### config.mk
export PLATFORM = sky130hd
export DESIGN_NAME = pc_sequencer_flat
export DESIGN_NICKNAME = d
export VERILOG_FILES = /design/src/rtl/pc_sequencer_if.sv /design/src/rtl/pc_sequencer.sv /design/src/flat_wrapper.sv
export SDC_FILE = /design/constraint.sdc
export NUM_CORES = 1
export LEC_CHECK = 0
export CAP_MARGIN = 10
export CORE_UTILIZATION = 38
export CTS_BUF_LIST = sky130_fd_sc_hd__clkbuf_4 sky130_fd_sc_hd__clkbuf_8
export CTS_CLUSTER_DIAMETER = 80
export CTS_CLUSTER_SIZE = 10
export DETAILED_ROUTE_END_ITERATION = 7
export HOLD_SLACK_MARGIN = 0.1
export PLACE_DENSITY_LB_ADDON = 0.15
export SLEW_MARGIN = 20
export SYNTH_ARGS = -nofsm -noshare
export SYNTH_HDL_FRONTEND = slang
export SYNTH_SLANG_ARGS = --single-unit
export TNS_END_PERCENT = 1
### constraint.sdc
create_clock -name clk -period 2.7 [get_ports clk]
set_clock_uncertainty 0.1 [all_clocks]
set_input_delay 0.405 -clock clk [delete_from_list [all_inputs] [get_ports clk]]
set_output_delay 0.405 -clock clk [all_outputs]
set_load 0.02 [all_outputs]
### src/rtl/pc_sequencer_if.sv
// Handshake and datapath bundle between pc_sequencer and the MIPS datapath / instruction memory.
// The trap output exists only when PC_SEQ_ALIGN_TRAP_EN is defined.
interface pc_sequencer_if;
  logic        imem_req;
  logic        imem_ack;
  logic        dec_valid;
  logic        is_branch;
  logic        is_jump;
  logic        alu_zero;
  logic [31:0] branch_target;
  logic [31:0] jump_address;
  logic        stall;
  logic [31:0] pc;
  logic [31:0] pc_plus4;
  logic        sel_pcsrc;
  logic        sel_jump;
  logic        ir_write;
  logic        pc_write;
  logic        fetch_err;
`ifdef PC_SEQ_ALIGN_TRAP_EN
  logic        trap;
`endif

  modport master (
`ifdef PC_SEQ_ALIGN_TRAP_EN
    output trap,
`endif
    output imem_req, pc, pc_plus4, sel_pcsrc, sel_jump, ir_write, pc_write, fetch_err,
    input  imem_ack, dec_valid, is_branch, is_jump, alu_zero, branch_target, jump_address, stall
  );

  modport slave (
`ifdef PC_SEQ_ALIGN_TRAP_EN
    input  trap,
`endif
    input  imem_req, pc, pc_plus4, sel_pcsrc, sel_jump, ir_write, pc_write, fetch_err,
    output imem_ack, dec_valid, is_branch, is_jump, alu_zero, branch_target, jump_address, stall
  );
endinterface

### src/rtl/pc_sequencer.sv
// Multicycle MIPS PC controller: fetch (with timeout/retry), decode capture, PC update.
// Optional macro PC_SEQ_ALIGN_TRAP_EN redirects misaligned targets to TRAP_VECTOR.
module pc_sequencer #(
  parameter logic [31:0] RESET_PC    = 32'h0000_0000,
  parameter int unsigned MAX_WAIT    = 8
`ifdef PC_SEQ_ALIGN_TRAP_EN
  ,
  parameter logic [31:0] TRAP_VECTOR = 32'h0000_0080
`endif
) (
  input  logic           clk,
  input  logic           rst_n,
  pc_sequencer_if.master bus
);

  typedef enum logic [1:0] {S_FETCH, S_RETRY, S_DECODE, S_UPDATE} state_t;

  localparam logic [7:0] LAST_WAIT = 8'(MAX_WAIT - 1);

  state_t      state;
  logic [7:0]  wait_cnt;
  logic [31:0] pc_q;
  logic        req_q;
  logic        sel_pcsrc_q;
  logic        sel_jump_q;
  logic [31:0] pc_plus4;
  logic [31:0] target;
  logic [31:0] next_pc;
  logic        fetch_live;
  logic        misaligned;

  // Right after reset the FSM sits in S_FETCH with the request still low,
  // so fetch handshakes are only honoured once req_q is up.
  assign fetch_live = (state == S_FETCH) && req_q;
  assign pc_plus4   = pc_q + 32'd4;

  always_comb begin
    target = pc_plus4;
    if (sel_jump_q)
      target = bus.jump_address;
    else if (sel_pcsrc_q)
      target = bus.branch_target;
  end

  assign misaligned = |target[1:0];

`ifdef PC_SEQ_ALIGN_TRAP_EN
  assign next_pc  = misaligned ? TRAP_VECTOR : target;
  assign bus.trap = bus.pc_write & misaligned;
`else
  assign next_pc  = target & ~32'h3;
`endif

  always_ff @(posedge clk or negedge rst_n) begin
    if (!rst_n) begin
      state       <= S_FETCH;
      wait_cnt    <= '0;
      pc_q        <= RESET_PC;
      req_q       <= 1'b0;
      sel_pcsrc_q <= 1'b0;
      sel_jump_q  <= 1'b0;
    end else begin
      case (state)
        S_FETCH: begin
          if (!req_q) begin
            req_q <= 1'b1;
          end else if (bus.imem_ack) begin
            state    <= S_DECODE;
            wait_cnt <= '0;
            req_q    <= 1'b0;
          end else if (wait_cnt == LAST_WAIT) begin
            state    <= S_RETRY;
            wait_cnt <= '0;
            req_q    <= 1'b0;
          end else begin
            wait_cnt <= wait_cnt + 8'd1;
          end
        end
        S_RETRY: begin
          state <= S_FETCH;
          req_q <= 1'b1;
        end
        S_DECODE: begin
          if (bus.dec_valid) begin
            sel_jump_q  <= bus.is_jump;
            sel_pcsrc_q <= bus.is_branch & bus.alu_zero & ~bus.is_jump;
            state       <= S_UPDATE;
          end
        end
        S_UPDATE: begin
          if (!bus.stall) begin
            pc_q  <= next_pc;
            state <= S_FETCH;
            req_q <= 1'b1;
          end
        end
        default: state <= S_FETCH;
      endcase
    end
  end

  assign bus.imem_req  = req_q;
  assign bus.pc        = pc_q;
  assign bus.pc_plus4  = pc_plus4;
  assign bus.sel_pcsrc = sel_pcsrc_q;
  assign bus.sel_jump  = sel_jump_q;
  assign bus.ir_write  = fetch_live & bus.imem_ack;
  assign bus.fetch_err = fetch_live & ~bus.imem_ack & (wait_cnt == LAST_WAIT);
  assign bus.pc_write  = (state == S_UPDATE) & ~bus.stall;

endmodule
### src/flat_wrapper.sv
// flat-port wrapper written by rule: the top's interface ports become plain ports
module pc_sequencer_flat 
#(
  parameter logic [31:0] RESET_PC    = 32'h0000_0000,
  parameter int unsigned MAX_WAIT    = 8

)
  (clk, rst_n, bus_imem_req, bus_pc, bus_pc_plus4, bus_sel_pcsrc, bus_sel_jump, bus_ir_write, bus_pc_write, bus_fetch_err, bus_imem_ack, bus_dec_valid, bus_is_branch, bus_is_jump, bus_alu_zero, bus_branch_target, bus_jump_address, bus_stall);
  pc_sequencer_if bus_i ();
  input  logic clk;
  input  logic rst_n;
  output wire logic [$bits(bus_i.imem_req)-1:0] bus_imem_req;
  output wire logic [$bits(bus_i.pc)-1:0] bus_pc;
  output wire logic [$bits(bus_i.pc_plus4)-1:0] bus_pc_plus4;
  output wire logic [$bits(bus_i.sel_pcsrc)-1:0] bus_sel_pcsrc;
  output wire logic [$bits(bus_i.sel_jump)-1:0] bus_sel_jump;
  output wire logic [$bits(bus_i.ir_write)-1:0] bus_ir_write;
  output wire logic [$bits(bus_i.pc_write)-1:0] bus_pc_write;
  output wire logic [$bits(bus_i.fetch_err)-1:0] bus_fetch_err;
  input wire logic [$bits(bus_i.imem_ack)-1:0] bus_imem_ack;
  input wire logic [$bits(bus_i.dec_valid)-1:0] bus_dec_valid;
  input wire logic [$bits(bus_i.is_branch)-1:0] bus_is_branch;
  input wire logic [$bits(bus_i.is_jump)-1:0] bus_is_jump;
  input wire logic [$bits(bus_i.alu_zero)-1:0] bus_alu_zero;
  input wire logic [$bits(bus_i.branch_target)-1:0] bus_branch_target;
  input wire logic [$bits(bus_i.jump_address)-1:0] bus_jump_address;
  input wire logic [$bits(bus_i.stall)-1:0] bus_stall;
  assign bus_imem_req = bus_i.imem_req;
  assign bus_pc = bus_i.pc;
  assign bus_pc_plus4 = bus_i.pc_plus4;
  assign bus_sel_pcsrc = bus_i.sel_pcsrc;
  assign bus_sel_jump = bus_i.sel_jump;
  assign bus_ir_write = bus_i.ir_write;
  assign bus_pc_write = bus_i.pc_write;
  assign bus_fetch_err = bus_i.fetch_err;
  assign bus_i.imem_ack = bus_imem_ack;
  assign bus_i.dec_valid = bus_dec_valid;
  assign bus_i.is_branch = bus_is_branch;
  assign bus_i.is_jump = bus_is_jump;
  assign bus_i.alu_zero = bus_alu_zero;
  assign bus_i.branch_target = bus_branch_target;
  assign bus_i.jump_address = bus_jump_address;
  assign bus_i.stall = bus_stall;
  pc_sequencer #(.RESET_PC(RESET_PC), .MAX_WAIT(MAX_WAIT)) u_core (.clk(clk), .rst_n(rst_n), .bus(bus_i));
endmodule
Yosys cells after proc, flatten, opt, wreduce, memory -nomap -nowiden
Cells that the tools add are included.
Widths: inputs -> output; s select.

cells by class
  add/subtract/negate cells = 2
  equal/unequal tests = 8
  mux-type cells = 15
  bitwise operators = 9
  reductions and logical operators = 8

operator list
  kind                   number
  $mux 32                2
  $add 32x3->32 const B  1
  $mux 8                 2
  $mux 2                 5
  $add 8x1->8 const B    1
  $eq 8x3->1 const B     1
  $pmux 2 s4             1
  $reduce_and 2->1       4
  $and 1x1->1            6
  $eq 2x2->1 const B     2
  $mux 1                 4
  $ne 2x2->1 const B     2
  $reduce_and 4->1       1
  $ne 3x3->1 const B     1
  $not 1->1              3
  $pmux 1 s3             1
  $reduce_bool 3->1      1
  $eq 2x1->1 const B     1
  $logic_not 2->1        1
  $ne 2x1->1 const B     1
  $logic_and 1x1->1      1

storage, ports and cells
  flip-flop bits (word level) = 43
  bits of input ports = 72
  output and inout port bits = 70
  logic and storage cells = 48

Depth between registers and ports, before layout
  word-level depth = 5
  gate-level depth with buffers = 8
  depth with buffers taken out = 6

Least setup slack after synthesis
No wires, ideal clock.

  path kind = reg2out
  from = register u_core.pc_q[2] (netlist: u_core.bus.pc[2])
  to = output bus_pc_plus4[30]
  arrival = 2.303 ns
  slack = -0.108 ns
  stages on the path, launching flop included = 6
  path buffers = 0
  cell sequence = dfrtp_1 -> ha_1 -> nand4_1 -> or4_4 -> nor4_1 -> xor2_1

on the way
  cells in the longest elaborated chain, start to end = 1

ends and longest elaborated chain
  element                   line                text
  start: declaration        pc_sequencer.sv:22  logic [31:0] pc_q;
  start signal: assignment  pc_sequencer.sv:92  pc_q <= next_pc;
  $add 32x3->32             pc_sequencer.sv:35  assign pc_plus4 = pc_q + 32'd4;
  end: declaration          flat_wrapper.sv:14  output wire logic [$bits(bus_i.pc_plus4)-1:0] bus_pc_plus4;

No other way between the ends.

Final worst setup path
  from = register u_core.pc_q[5] (netlist: u_core.bus.pc[5])
  to = output bus_pc_plus4[28]

The elaborated chain is that of the path after synthesis.

==> summary.md <==
The met1 demand-to-capacity share in global routing is 0.311. For the share of the core filled with cells in the final layout, the log shows 0.640. Yosys attributes the largest share of cell area to sky130_fd_sc_hd__dfrtp_1 (35%), sky130_fd_sc_hd__o21ai_0 (5.0%), sky130_fd_sc_hd__a21oi_1 (4.9%). After clock tree synthesis, the clock-pin slew on the worst setup and hold paths is 0.09 ns.

The synthesized netlist occupies a cell area of 3090 µm². The number of pins with negative max-slew slack in the final report is 0. The worst setup path is of the reg2out kind. The synthesized area divided by synthesized cell count came out at 8.31 µm². The flow ran to the end, but the final reports show violations. The share of async-settable or async-resettable flops after synthesis is 1.00, and the number of buffers inserted for hold repair after clock tree synthesis is 0. The synthesized design contains 0 enable-type register cells. Entering global routing, the biggest net connects 44 pins. The cell sitting at the root of the clock tree is a sky130_fd_sc_hd__clkbuf_8. By area, the combinational part of the netlist is dominated by compound AO/OA/AOI/OAI gates.

The cell seen most often among critical-path stages was sky130_fd_sc_hd__buf_4. The cell count after synthesis came out at 372. The fraction of layout cells with a size suffix above 1 works out to 0.199. Counting both buffers and inverters, the worst setup path holds a total of 2. The checks that failed: setup timing. After detailed routing, the average wire length per cell comes to 15.7 µm. In this run the worst path has a maximum fanout of 3.

For this run, the number of Yosys warnings is 0. The tools report the worst relative slew slack as 0.346. Walking the worst path, the cells encountered are buf_4, nand3_1, or4_4, or3_4, xnor2_2, buf_4. After the last flow step, the layout net total stands at 621.

The tools report the number of routed nets with antenna violations as 0. For this design, the slowest cell found on the critical path is sky130_fd_sc_hd__or4_4. The logs give 0.396 for the initial cell density of the core and 51 for the distinct cell type count of the synthesized netlist. For this run, the top clock speed supported by timing is 370 MHz. The repair_antennas step left the layout with diodes totalling 0. In this run the worst hold path is classified as in2async. The mux share of post-synthesis cell area is 0.0400. Compared with the post-synthesis result, the final layout area differs by 61.4%. The number of antenna violations at the first check in global routing was 0; the power per unit of standard cell area was 1020 nW/µm². The data arrival time at the worst-slack endpoint is 2.20 ns, and the part of the cycle the worst path needs is 1.00. Die footprint: 8500 µm². In this run the horizontal extent of the chip is 92.2 µm. The pre-antenna-repair detailed-routing pass consisted of 5 iterations.

The count of H-tree levels built during CTS is 2, and the standard cell core area is 7810 µm². Once layout is done, the placed cells without fillers occupy 4990 µm². The worst setup path is launched from a register. For the number of fillers in the final layout, the log shows 670. Input and output buffers added on the ports amount to 133. Max-cap violations in this run came to 0. In this run, synthesis produced a sequential element count of 43. The per-cell via count in the routed design was 5.36; the post-synthesis share of cell area spent on and, or, nand and nor gates was 0.227.

The largest single stage delay on the critical path is 0.58 ns. In this design, the largest share of critical-path delay is due to simple AND/OR/NAND/NOR gates. Across all register-to-register paths, the minimum setup slack is 0.36 ns. The clock passes through at most 2 buffers. The part of the Yosys area used for sequential elements came out at 0.348. Insertion delay of the later-clocked pin in the worst-skew pair: 0.31 ns. The post-synthesis xor/xnor area fraction works out to 0.0793. The run gives -0.000467 ns as the worst setup slack after layout. For this run, design rule violations remaining after detail routing come to 0. Summed over all layers, the global routing overflow is 0. The top flip-flop cell by instance count after synthesis was sky130_fd_sc_hd__dfrtp_1.

The first global-routing pass estimated 16400 µm of wire. The global-route layer with the greatest usage was met2. The final route contains 3484 vias. Endpoint class of the critical path: an output port. Routability-driven placement finished with a final weighted congestion of 0.922.

The run gives 4890 µm² as the post-place instance area. The run gives 7590 µm as the half-perimeter wire length after placement. In this run the number of cells on the critical path is 6. TritonCTS built the clock tree. For the met2 track demand over resource, the log shows 0.409. The share of synthesized cell area in full adder, half adder and majority cells is 0.00809, and the number of sinks on the clock net is 43. The run gives -0.000467 ns as the sum of negative setup slack. The worst-case IR drop observed on VDD is 0.509 mV. Setup repair after global routing could not meet its margin everywhere. The leading area contributor after synthesis was sky130_fd_sc_hd__dfrtp_1.

The number of global-route vias before repair was 3375. The met3 global-route usage is 0.0423, and the critical path required time is 2.19 ns. The area share of the leading cell type in the synthesized netlist is 0.348, and the vertical die dimension is 92.2 µm. The tools report the initial detailed-routing violation count as 135. The number of hold violations in the final report was 0; the pin slew with the least headroom to its limit was 0.977 ns. During I/O placement, the number of pins put on the boundary was 142. The number of clock buffers inserted by TritonCTS was 5; the clock period minus worst slack was 2.70 ns. The total global routing track utilization was 0.241; the complex-gate fraction of the synthesized area was 0.242. Row generation in the floorplan step produced 32 rows. The run gives 0.00217 µW as the leakage power. The final layout contains routed wiring with a total length of 10200 µm. The worst setup slack after placement is -0.222 ns.

The number of failing setup endpoints in the final timing report is 1, and the cell count of the worst reg-to-reg path is 7.
## cells in the mapped netlist, types with 4 or more instances
master,count
sky130_fd_sc_hd__mux2i_1,9
sky130_fd_sc_hd__a31oi_1,4
sky130_fd_sc_hd__nand3_1,14
sky130_fd_sc_hd__or3_1,4
sky130_fd_sc_hd__buf_4,4
sky130_fd_sc_hd__nand4_1,8
sky130_fd_sc_hd__xor2_1,15
sky130_fd_sc_hd__nand2_1,29
sky130_fd_sc_hd__o21ai_0,31
sky130_fd_sc_hd__nor3_1,5
sky130_fd_sc_hd__xnor2_1,13
sky130_fd_sc_hd__dfrtp_1,43
sky130_fd_sc_hd__nor4_1,7
sky130_fd_sc_hd__and2_1,4
sky130_fd_sc_hd__o2bb2ai_1,10
sky130_fd_sc_hd__o22ai_1,8
sky130_fd_sc_hd__inv_1,13
sky130_fd_sc_hd__a22o_1,7
sky130_fd_sc_hd__nor4_2,4
sky130_fd_sc_hd__and3_1,9
sky130_fd_sc_hd__nor2_1,30
sky130_fd_sc_hd__a21oi_1,30
sky130_fd_sc_hd__a22oi_1,6
sky130_fd_sc_hd__clkbuf_1,18
## cell usage in the layout (no fill, tap or decap), types with 5 or more instances in the layout
| master | netlist | routed |
|---|---|---|
| sky130_fd_sc_hd__nor2_1 | 30 | 27 |
| sky130_fd_sc_hd__xor2_1 | 15 | 15 |
| sky130_fd_sc_hd__nor3_1 | 5 | 5 |
| sky130_fd_sc_hd__dfrtp_1 | 43 | 43 |
| sky130_fd_sc_hd__nor4_1 | 7 | 6 |
| sky130_fd_sc_hd__nand3_1 | 14 | 14 |
| sky130_fd_sc_hd__dlymetal6s2s_1 | 0 | 5 |
| sky130_fd_sc_hd__o22ai_1 | 8 | 8 |
| sky130_fd_sc_hd__a22o_1 | 7 | 7 |
| sky130_fd_sc_hd__clkbuf_2 | 1 | 5 |
| sky130_fd_sc_hd__o21ai_0 | 31 | 31 |
| sky130_fd_sc_hd__buf_2 | 2 | 8 |
| sky130_fd_sc_hd__clkdlybuf4s50_1 | 0 | 107 |
| sky130_fd_sc_hd__clkbuf_8 | 0 | 7 |
| sky130_fd_sc_hd__inv_1 | 13 | 13 |
| sky130_fd_sc_hd__xnor2_1 | 13 | 12 |
| sky130_fd_sc_hd__a22oi_1 | 6 | 6 |
| sky130_fd_sc_hd__nand4_1 | 8 | 8 |
| sky130_fd_sc_hd__nand2_1 | 29 | 29 |
| sky130_fd_sc_hd__mux2i_1 | 9 | 9 |
| sky130_fd_sc_hd__buf_4 | 4 | 65 |
| sky130_fd_sc_hd__a21oi_1 | 30 | 30 |
| sky130_fd_sc_hd__and3_1 | 9 | 9 |
| sky130_fd_sc_hd__o2bb2ai_1 | 10 | 10 |
## metal layers
layer	share of wire	vias to the layer above
li1	-	1720
met5	0	-
met2	0.49	116
met3	0.057	17
met4	0.018	0
met1	0.44	1631
## flip-flops by register name, indices dropped and copies added, names as in the netlist
signal,flops
u_core.bus.pc,30
u_core.bus.sel_pcsrc,1
u_core.bus.imem_req,1
u_core.bus.sel_jump,1
u_core.wait_cnt,8
u_core.state,2
## power by group
| group | switching, µW | internal (µW) | total (µW) |
|---|---|---|---|
| clock network | 223 | 244 | 467 |
| registers | 254 | 913 | 1170 |
| logic | 1900 | 1560 | 3460 |
## area by class of cell
| cell class | instances | area (µm²) | area share |
|---|---|---|---|
| inverters | 13 | 48.8 | 0.00977 |
| clock buffers | 8 | 104 | 0.0208 |
| repair buffers | 192 | 1700 | 0.341 |
| flip-flops and latches | 43 | 1080 | 0.215 |
| multi-input cells | 292 | 1930 | 0.387 |
| well taps | 102 | 128 | 0.0256 |
## per-stage QoR
stage	std cells	hold WS, ns	total power, µW
floorplan	375	0.00941	3050
global placement	641	0.390	4650
detailed placement	641	0.422	4710
CTS	649	0.104	5130
global route	650	0.132	5440
finish	650	0.0851	5100
## worst register-to-register path: cells and delay by family, from the launching register on
kind            cells  cell delay [ns]
buf+inv             2             0.27
flops               1             0.37
compound gates      2             0.41
simple gates        3             1.11
## logic make-up (layout without fill, tap and decap cells)
logic type,count (synthesis),count (layout)
AO/OA/AOI/OAI,115,115
XOR/XNOR,28,28
adder cells (fa/ha/maj),2,2
buffers and inverters,40,213
flip-flops,43,43
multiplexers,12,12
other,1,4
AND/OR/NAND/NOR,131,131
## path summary, 6_finish.rpt
path	from	to
max	u_core.bus.pc[5]	bus_pc_plus4[28]
min in group clk	u_core.wait_cnt[0]	u_core.wait_cnt[0]
max in group asynchronous	rst_n	u_core.state[0]
max reg2reg	u_core.bus.pc[5]	u_core.bus.pc[28]
min reg2reg	u_core.wait_cnt[0]	u_core.wait_cnt[0]
min	rst_n	u_core.bus.pc[31]
## what timing repair did
| item | in CTS | in global routing |
|---|---|---|
| pin swaps | 0 | 6 |
| endpoints found under the setup margin | 20 | 24 |
| gates resized for setup | 57 | 38 |
| buffers inserted | 0 | 1 |
Note: power is estimated with default switching activity, not from simulation.
